**src/rtl/finder_scan_if.sv**
```systemverilog
// Bundle between finder_scan, its frame buffer and the downstream cross stage.
// The slave side is the scanner; the master side drives start/pixel data.
interface finder_scan_if #(
  parameter int WIDTH  = 480,
  parameter int HEIGHT = 480
) ();
  logic              start_scan;
  logic              pixel_reading;
  logic [19:0]       address_reading;
  logic [WIDTH-1:0]  horz_patterns;
  logic [HEIGHT-1:0] vert_patterns;
  logic              patterns_valid;
  logic              busy;

  modport master (
    output start_scan, pixel_reading,
    input  address_reading, horz_patterns, vert_patterns, patterns_valid, busy
  );

  modport slave (
    input  start_scan, pixel_reading,
    output address_reading, horz_patterns, vert_patterns, patterns_valid, busy
  );
endinterface

```
**src/rtl/finder_scan.sv**
```systemverilog
// Raster-scans the binarized frame row-major then column-major, running a 1:1:3:1:1
// run-length detector per line and marking the centre of every finder-pattern hit.
module finder_scan #(
  parameter int HEIGHT       = 480,
  parameter int WIDTH        = 480,
  parameter int READ_LATENCY = 2
) (
  input  logic         clk_in,
  input  logic         rst_in,
  finder_scan_if.slave bus
);
  localparam int MAXDIM = (WIDTH > HEIGHT) ? WIDTH : HEIGHT;
  localparam int POS_W  = $clog2(MAXDIM);
  localparam int XW     = $clog2(WIDTH);
  localparam int YW     = $clog2(HEIGHT);

  typedef enum logic [2:0] {
    IDLE, ROW_SCAN, ROW_DRAIN, COL_SCAN, COL_DRAIN, DONE
  } state_t;

  typedef struct packed {
    logic             valid;
    logic             col;
    logic             eol;
    logic [POS_W-1:0] pos;
  } meta_t;

  state_t              state_q, state_d;
  logic [19:0]         addr_q, addr_d;
  logic [XW-1:0]       x_q, x_d;
  logic [YW-1:0]       y_q, y_d;
  logic [7:0]          drain_q, drain_d;
  logic                startAccept;
  meta_t               push, tap;
  meta_t               pipe_q [READ_LATENCY];

  logic                colour_q, colour_d;
  logic [8:0]          runLen_q, runLen_d;
  logic [POS_W-1:0]    runStart_q, runStart_d;
  logic [4:0][8:0]     runs_q, runs_d;
  logic [4:0]          cols_q, cols_d;
  logic [4:0][POS_W-1:0] starts_q, starts_d;
  logic                hit;
  logic [POS_W-1:0]    centre;
  logic [WIDTH-1:0]    horz_q;
  logic [HEIGHT-1:0]   vert_q;

  // Runs are r0..r4 with r4 newest; colour bit 1 = white, so B,W,B,W,B reads 5'b01010.
  function automatic logic hitTest(input logic [4:0][8:0] r, input logic [4:0] c);
    logic [12:0] s13;
    logic [12:0] s3;
    logic        ok;
    s13 = 13'(11'(r[0]) + 11'(r[1]) + 11'(r[3]) + 11'(r[4]));
    s3  = s13 * 13'd3;
    ok  = (c == 5'b01010);
    for (int i = 0; i < 5; i++) begin
      if (r[i] == 9'd0) ok = 1'b0;
      if (i != 2 && ((13'(r[i]) * 13'd8 < s13) || (13'(r[i]) * 13'd8 > s3))) ok = 1'b0;
    end
    if ((13'(r[2]) * 13'd2 < s13) || (13'(r[2]) > s13)) ok = 1'b0;
    return ok;
  endfunction

  always_ff @(posedge clk_in or negedge rst_in) begin
    if (!rst_in) state_q <= IDLE;
    else         state_q <= state_d;
  end

  // Address generator: one request per scan cycle, address held through the drains.
  always_comb begin
    state_d     = state_q;
    addr_d      = addr_q;
    x_d         = x_q;
    y_d         = y_q;
    drain_d     = drain_q;
    push        = '0;
    startAccept = 1'b0;
    unique case (state_q)
      IDLE: begin
        if (bus.start_scan) begin
          startAccept = 1'b1;
          state_d     = ROW_SCAN;
          addr_d      = '0;
          x_d         = '0;
          y_d         = '0;
        end
      end
      ROW_SCAN: begin
        push.valid = 1'b1;
        push.pos   = POS_W'(x_q);
        push.eol   = (x_q == XW'(WIDTH - 1));
        if (push.eol && y_q == YW'(HEIGHT - 1)) begin
          state_d = ROW_DRAIN;
          drain_d = '0;
        end else begin
          addr_d = addr_q + 20'd1;
          if (push.eol) begin
            x_d = '0;
            y_d = y_q + YW'(1);
          end else begin
            x_d = x_q + XW'(1);
          end
        end
      end
      ROW_DRAIN: begin
        if (drain_q == 8'(READ_LATENCY)) begin
          state_d = COL_SCAN;
          addr_d  = '0;
          x_d     = '0;
          y_d     = '0;
        end else begin
          drain_d = drain_q + 8'd1;
        end
      end
      COL_SCAN: begin
        push.valid = 1'b1;
        push.col   = 1'b1;
        push.pos   = POS_W'(y_q);
        push.eol   = (y_q == YW'(HEIGHT - 1));
        if (push.eol && x_q == XW'(WIDTH - 1)) begin
          state_d = COL_DRAIN;
          drain_d = '0;
        end else if (push.eol) begin
          y_d    = '0;
          x_d    = x_q + XW'(1);
          addr_d = 20'(x_q) + 20'd1;
        end else begin
          y_d    = y_q + YW'(1);
          addr_d = addr_q + 20'(WIDTH);
        end
      end
      COL_DRAIN: begin
        if (drain_q == 8'(READ_LATENCY)) begin
          state_d = DONE;
          addr_d  = '0;
        end else begin
          drain_d = drain_q + 8'd1;
        end
      end
      DONE:    state_d = IDLE;
      default: state_d = IDLE;
    endcase
  end

  assign tap = pipe_q[READ_LATENCY-1];

  // Run-length detector; the end-of-line pixel may close two runs in one update.
  always_comb begin
    colour_d   = colour_q;
    runLen_d   = runLen_q;
    runStart_d = runStart_q;
    runs_d     = runs_q;
    cols_d     = cols_q;
    starts_d   = starts_q;
    hit        = 1'b0;
    centre     = '0;
    if (startAccept) begin
      colour_d = 1'b1;
      runLen_d = '0;
      runs_d   = '0;
      cols_d   = '1;
      starts_d = '0;
    end else if (tap.valid) begin
      if (runLen_q != 9'd0 && bus.pixel_reading != colour_q) begin
        runs_d   = {runLen_q, runs_d[4:1]};
        cols_d   = {colour_q, cols_d[4:1]};
        starts_d = {runStart_q, starts_d[4:1]};
        if (!colour_q && hitTest(runs_d, cols_d)) begin
          hit    = 1'b1;
          centre = starts_d[2] + POS_W'(runs_d[2] >> 1);
        end
        colour_d   = bus.pixel_reading;
        runLen_d   = 9'd1;
        runStart_d = tap.pos;
      end else begin
        colour_d = bus.pixel_reading;
        runLen_d = runLen_q + 9'd1;
        if (runLen_q == 9'd0) runStart_d = tap.pos;
      end
      if (tap.eol) begin
        runs_d   = {runLen_d, runs_d[4:1]};
        cols_d   = {colour_d, cols_d[4:1]};
        starts_d = {runStart_d, starts_d[4:1]};
        if (!colour_d && hitTest(runs_d, cols_d)) begin
          hit    = 1'b1;
          centre = starts_d[2] + POS_W'(runs_d[2] >> 1);
        end
        colour_d = 1'b1;
        runLen_d = '0;
        runs_d   = '0;
        cols_d   = '1;
        starts_d = '0;
      end
    end
  end

  always_ff @(posedge clk_in or negedge rst_in) begin
    if (!rst_in) begin
      addr_q     <= '0;
      x_q        <= '0;
      y_q        <= '0;
      drain_q    <= '0;
      colour_q   <= 1'b1;
      runLen_q   <= '0;
      runStart_q <= '0;
      runs_q     <= '0;
      cols_q     <= '1;
      starts_q   <= '0;
      horz_q     <= '0;
      vert_q     <= '0;
      for (int i = 0; i < READ_LATENCY; i++) pipe_q[i] <= '0;
    end else begin
      addr_q     <= addr_d;
      x_q        <= x_d;
      y_q        <= y_d;
      drain_q    <= drain_d;
      colour_q   <= colour_d;
      runLen_q   <= runLen_d;
      runStart_q <= runStart_d;
      runs_q     <= runs_d;
      cols_q     <= cols_d;
      starts_q   <= starts_d;
      pipe_q[0]  <= push;
      for (int i = 1; i < READ_LATENCY; i++) pipe_q[i] <= pipe_q[i-1];
      if (startAccept) begin
        horz_q <= '0;
        vert_q <= '0;
      end else if (hit) begin
        if (tap.col) vert_q[centre[YW-1:0]] <= 1'b1;
        else         horz_q[centre[XW-1:0]] <= 1'b1;
      end
    end
  end

  assign bus.address_reading = addr_q;
  assign bus.horz_patterns   = horz_q;
  assign bus.vert_patterns   = vert_q;
  assign bus.patterns_valid  = (state_q == DONE);
  assign bus.busy            = (state_q != IDLE);
endmodule

```
**src/flat_wrapper.sv**
```systemverilog
// flat-port wrapper written by rule: the top's interface ports become plain ports
module finder_scan_flat 
#(
  parameter int HEIGHT       = 480,
  parameter int WIDTH        = 480,
  parameter int READ_LATENCY = 2
)
  (clk_in, rst_in, bus_start_scan, bus_pixel_reading, bus_address_reading, bus_horz_patterns, bus_vert_patterns, bus_patterns_valid, bus_busy);
  finder_scan_if #(.WIDTH(WIDTH), .HEIGHT(HEIGHT)) bus_i ();
  input  logic clk_in;
  input  logic rst_in;
  input wire logic [$bits(bus_i.start_scan)-1:0] bus_start_scan;
  input wire logic [$bits(bus_i.pixel_reading)-1:0] bus_pixel_reading;
  output wire logic [$bits(bus_i.address_reading)-1:0] bus_address_reading;
  output wire logic [$bits(bus_i.horz_patterns)-1:0] bus_horz_patterns;
  output wire logic [$bits(bus_i.vert_patterns)-1:0] bus_vert_patterns;
  output wire logic [$bits(bus_i.patterns_valid)-1:0] bus_patterns_valid;
  output wire logic [$bits(bus_i.busy)-1:0] bus_busy;
  assign bus_i.start_scan = bus_start_scan;
  assign bus_i.pixel_reading = bus_pixel_reading;
  assign bus_address_reading = bus_i.address_reading;
  assign bus_horz_patterns = bus_i.horz_patterns;
  assign bus_vert_patterns = bus_i.vert_patterns;
  assign bus_patterns_valid = bus_i.patterns_valid;
  assign bus_busy = bus_i.busy;
  finder_scan #(.HEIGHT(HEIGHT), .WIDTH(WIDTH), .READ_LATENCY(READ_LATENCY)) u_core (.clk_in(clk_in), .rst_in(rst_in), .bus(bus_i));
endmodule
```
**config.mk**
```make
export PLATFORM = sky130hd
export DESIGN_NAME = finder_scan_flat
export DESIGN_NICKNAME = d
export VERILOG_FILES = /design/src/rtl/finder_scan_if.sv /design/src/rtl/finder_scan.sv /design/src/flat_wrapper.sv
export SDC_FILE = /design/constraint.sdc
export NUM_CORES = 2
export LEC_CHECK = 0
export CAP_MARGIN = 10
export CORE_AREA = 8 8 377 379
export CTS_CLUSTER_SIZE = 8
export DETAILED_ROUTE_END_ITERATION = 8
export DIE_AREA = 0 0 385 387
export SLEW_MARGIN = 10
export SYNTH_ARGS = -nofsm -noshare
export SYNTH_HDL_FRONTEND = slang
export SYNTH_SLANG_ARGS = --single-unit
```
**constraint.sdc**
```tcl
create_clock -name clk_in -period 21.8 [get_ports clk_in]
set_input_delay 4.36 -clock clk_in [delete_from_list [all_inputs] [get_ports clk_in]]
set_output_delay 4.36 -clock clk_in [all_outputs]
set_load 0.01 [all_outputs]
```
-- Word-level counts from Yosys, hierarchy flattened
Cells that the tools add are included.
- input bits: 4
- bits in registers: 1128
- bitwise logic cells: 3
- reduce and logical (&&, ||, !) cells: 49
- add/sub/neg operators: 15
- equality and inequality tests: 24
- magnitude comparators: 22
- $mul: 2
- multiplexer cells: 109
- operator list (cell ; number):
    $mux W480 ; 6
    $or A480 B480 Y480 ; 2
    $mux W45 ; 12
    $mux W9 ; 24
    $gt A12 B13 Y1 ; 8
    $lt A12 B13 Y1 ; 8
    $mux W20 ; 5
    $logic_not A9 Y1 ; 10
    $pmux W20 S4 ; 1
    $pmux W9 S4 ; 2
    $add A13 B9 Y13 ; 4
    $mux W1 ; 42
    $mux W5 ; 6
    $add A9 B1 Y9 const B ; 3
    $gt A9 B13 Y1 ; 2
    $lt A10 B13 Y1 ; 2
    $mul A13 B2 Y13 const B ; 2
    $add A20 B1 Y20 const B ; 1
    $add A20 B9 Y20 const B ; 1
    $add A9 B9 Y10 ; 2
    $pmux W10 S2 ; 1
    $add A9 B8 Y9 ; 2
    $eq A9 B9 Y1 const B ; 2
    $ne A2 B1 Y1 const B ; 9
    30 further kinds ; 67

-- Logic depth before layout (Yosys ltp)
- word-level depth: 36
- mapped depth: 50
- depth with buffers taken out: 41

-- Least setup slack after synthesis
No wires, ideal clock.
- path kind: input to register
- start point: input port bus_pixel_reading
- end point: register u_core.horz_q[232] (netlist: u_core.bus.horz_patterns[232])
- cell stages on the path: 43
- slack: 8000 ps
- required time: 21714 ps
- setup time: 86 ps
- data arrival time: 13714 ps
- path buffers: 9
- cells stage by stage: xnor2_1 buf_2 a21oi_2 buf_4 buf_2 clkbuf_1 buf_1 nand2_1 o21ai_0 ha_1 a21o_1 maj3_1 maj3_1 a21oi_1 o21bai_1 a21oi_1 xor2_1 fa_1 [... 7 more ...] ha_1 a21oi_1 o21ai_0 xnor2_1 ha_1 nand2_1 or2_2 o211ai_1 a31o_2 nor3_1 or4_1 a2bb2oi_2 and4_1 buf_2 a211oi_2 nand3_1 clkbuf_1 o21ai_0
- word-level cells in the longest chain between the ends: 36
- ends and longest elaborated chain (what ; RTL line ; text):
    start, declared ; flat_wrapper.sv:13 ; input wire logic [$bits(bus_i.pixel_reading)-1:0] bus_pixel_reading;
    $ne A1 B1 Y1 ; finder_scan.sv:164 ; if (runLen_q != 9'd0 && bus.pixel_reading != colour_q) begin
    $logic_and A1 B1 Y1 ; finder_scan.sv:164 ;
    $mux W45 ; finder_scan.sv:164 ;
    $mux W45 ; finder_scan.sv:163 ; end else if (tap.valid) begin
    $mux W45 ; finder_scan.sv:157 ; if (startAccept) begin
    $add A9 B9 Y10 ; finder_scan.sv:53 ; s13 = 13'(11'(r[0]) + 11'(r[1]) + 11'(r[3]) + 11'(r[4]));
    $add A13 B9 Y13 (2 in a row) ; finder_scan.sv:53 ;
    $mul A13 B2 Y13 ; finder_scan.sv:54 ; s3 = s13 * 13'd3;
    [... 19 more ...] ; -- ;
    $lt A9 B10 Y1 (implied by the code) or $ge A9 B1 Y1 (tied branches) ; finder_scan.sv:230 ; else horz_q[centre[XW-1:0]] <= 1'b1;
    $logic_and A1 B1 Y1 (implied by the code) ; finder_scan.sv:230 ;
    $mux W1 (implied by the code) ; finder_scan.sv:230 ;
    $demux W1 S9 ; -- ;
    $or A480 B480 Y480 (no line) ; -- ;
    $mux W480 ; finder_scan.sv:229 ; if (tap.col) vert_q[centre[YW-1:0]] <= 1'b1;
    $mux W480 ; finder_scan.sv:228 ; end else if (hit) begin
    $mux W480 ; finder_scan.sv:225 ; if (startAccept) begin
    end signal, assigned ; finder_scan.sv:209 ; horz_q <= '0;
    end signal, assigned ; finder_scan.sv:226 ; horz_q <= '0;
    end signal, assigned by index ; finder_scan.sv:230 ;
    end, declared ; finder_scan.sv:45 ; logic [WIDTH-1:0] horz_q;
Parallel ways exist; a longest one is shown, timed or not. The select of a mux whose other input is x is not followed.
A chain may end at the register's enable or synchronous reset.

-- Worst setup path after layout
- start point: input port bus_pixel_reading
- end point: register u_core.horz_q[102] (netlist: u_core.bus.horz_patterns[102])
The elaborated chain is that of the path after synthesis.

==> impl_results.md <==
- Outcome: finished clean
- Ys async rst share: 100%
- GPL Wtd Cong: 0.963
- Synth Register Bits: around 1100
- ANT nets after route: 0
- Worst-path clk slew: 50 ps
- Grt ovf: 0
- Xor and xnor area share after synthesis: under 10%
- Post-synth net total: 5569
- Leakage: approximately 29 nW
- Global Route Usage Sum: around 33%
- Worst hold stages: 0
- Drt first-iter violations: 4674
- Synth area leader: dfrtp_1
- Worst Path Arrival: 17170 ps
- Final WL: approximately 250000 µm
- HP Class: register to register
- VDD IR-drop max: 0.000290 V
- Die span in x: 385 µm
- Final Max Tran Viols: 0
- Clock skew: 60.0 ps
- Largest family of logic cells by synthesized area: compound AO/OA/AOI/OAI gates
- Minimum clock period: roughly 17000 ps
- Post-synth EDFFs: 0
- Fin. Hold Viols: 0
- DIE AREA: ~150000 µm²
- Pre-CTS setup slack: between 4000 and 5000 ps
- CP Capture Type: register
- H-tree depth: 4
- Postcts setup bufs: 0
- YS warnings: 0
- Count leader, synth: nand2_1
- Worst skew pair latency: around 810 ps
- CP Launch Type: input pin
- Critical R2R Capture: u_core.bus.horz_patterns[102]$_DFFE_PN0P_
- Mapped Area: 50800 µm²
- Yosys top cell area share: 54.4%
- DR WL/cell: 31.2 µm
- Io pins: 986
- DR pass1 iterations: 5
- FMAX: 60.5 MHz
- Mapped Cells: roughly 5300
- Largest cells by area after synthesis: dfrtp_1, o21ai_0, nand2_1
- Rows: 136
- Total core area: 136000 µm²
- Dominant synthesized flop cell: dfrtp_1
- DRC violations left: 0
- WS Path Type: input pin to register
- CTS Buf Count: around 160
- Global-route wire length before repair: between 300000 and 400000 µm
- TritonCTS clock tree: built
- Slew @ Worst Pin: around 1300 ps
- Fin worst setup slack: ~5300 ps
- Share of post-route cells with drive strength above 1: approximately 6.4%
- Dpl hpwl: between 150000 and 200000 µm
- Layout area overhead: 32.2%
- Clk sinks: roughly 1100
- Final net count: 6492
- Hold path startpoint: u_core.pipe_q[13]$_DFF_PN0_
- Synth top cells by count: nand2_1, dfrtp_1, o21ai_0
- Worst Path Max Fanout: 55
- Fin crit share: around three quarters
- Reg2Reg Setup Slack: about 8600 ps
- Relative slew slack: 11.6%
- Worst path max stage delay: ~900 ps
- Synthesized area per cell: around 9.6 µm²
- Reg2reg start: u_core.runLen_q[0]$_DFFE_PN0P_
- Filler Cell Count: 12700
- CP max stage cell: nand4_1
- Overall Power: between 0.008 and 0.009 W
- Root Driver: clkbuf_16
- Routed vias/inst: 5.70
- Worst Hold Path EP: u_core.pipe_q[1]$_DFF_PN0_
- Synth cell types: 103
- # setup viols final: 0
- Worst path top cell family by delay: compound AO/OA/AOI/OAI gates
- Largest net degree at the start of global routing: 191
- WP buf/inv: 5
- Mux contribution to synthesized area: 0.748%
- Post-Route Setup TNS: 0 ps
- Reg2reg path depth: 37
- Post-Synth Simple-Gate Area: 14.1%
- Cell mode on critical path: ha_1
- Pwr/cell area: between 100 and 150 nW/µm²
- Hold-fix buffers, CTS: 0
- Count of buffers from port buffering: 985
- CTS Buffer Depth: 3
- Synth Area in Adders: 7.16%
- Post-synthesis compound-gate area fraction: around 18%
- Max_cap viols: 0
- Vias in the first global route: 44700
- CP required: roughly 22000 ps
- CTS resizes: 0
- Chip Height: 387 µm
- Initial antenna violation count: 17
- Vias: about 46000
- Starting Density: a little under two fifths
- Register area share after synthesis: 54.7%
- RSZ-0062 raised after global routing: false
per-stage QoR:
step                utilization [%]  hold slack, ps  cells  cell area, µm²
floorplan                         -             331   5297           50800
detailed placement             46.0             335   7853           62700
finish                         49.3             329   8045           67200
global route                   49.3             334   8042           67200
global placement               46.0             334   7852           62700
CTS                            49.3             329   8042           67200
layer usage:
metal,GRT usage (%),wire [µm],vias to the layer above
li1,-,-,20100
met1,39.8,96800,22900
met2,49.4,110000,2272
met3,12.3,27300,525
met4,18.2,16700,0
met5,0,0,-
layout make-up:
class                           count  area, µm²  share of cell area, %
Timing Repair Buffer             1090      10700                   15.9
Sequential cell                  1110      27800                   41.3
Multi-Input combinational cell   3705      21400                   31.8
Clock inverter                     15        354                  0.527
Clock buffer                      174       4160                   6.19
Antenna cell                        3       7.51                 0.0112
Inverter                          154        578                  0.860
Tap cell                         1794       2240                   3.34
cell usage in the layout, fill, tap and decap left out, types with 101 or more instances in the layout:
cell type / netlist / final
buf_4: 1 / 101
ha_1: 242 / 242
dfrtp_1: 1105 / 1105
clkbuf_16: 0 / 162
o21ai_0: 1064 / 1062
nor2_1: 133 / 131
clkdlybuf4s50_1: 0 / 984
inv_1: 152 / 152
a21oi_1: 150 / 150
nand2_1: 1216 / 1208
cells by family after synthesis:
kind of cell | count (synthesis)
compound gates | 1605
xor+xnor | 93
fa+ha+maj | 277
buf+inv | 482
flops | 1110
mux | 36
simple gates | 1694
report_power, final:
| group | leakage (nW) | switching (W) | internal, W |
|---|---|---|---|
| registers | 15.3 | 0.0000793 | 0.00210 |
| clock network | 2.19 | 0.000938 | 0.00135 |
| logic | 11.8 | 0.00265 | 0.00166 |
registers in the layout (all words and copies together) (netlist names):
name	flops
u_core.bus.vert_patterns	480
u_core.y_q	9
u_core.bus.horz_patterns	480
u_core.runs_q	36
u_core.runLen_q	9
u_core.colour_q	1
u_core.pipe_q	24
u_core.state_q	3
u_core.cols_q	4
u_core.runStart_q	9
u_core.bus.address_reading	20
u_core.starts_q	18
u_core.x_q	9
u_core.drain_q	8
worst max-delay path by stage:
stage               slack, ps              start  cells after the start                                         to
floorplan                8000  bus_pixel_reading                     43  u_core.bus.horz_patterns[232]$_DFFE_PN0P_
global placement         4800  bus_pixel_reading                     36   u_core.bus.vert_patterns[92]$_DFFE_PN0P_
detailed placement       4720  bus_pixel_reading                     36  u_core.bus.horz_patterns[118]$_DFFE_PN0P_
CTS                      5510  bus_pixel_reading                     36  u_core.bus.horz_patterns[102]$_DFFE_PN0P_
global route             4520  bus_pixel_reading                     36  u_core.bus.horz_patterns[198]$_DFFE_PN0P_
finish                   5270  bus_pixel_reading                     36  u_core.bus.horz_patterns[102]$_DFFE_PN0P_
Power figures use the tool's default switching activity.
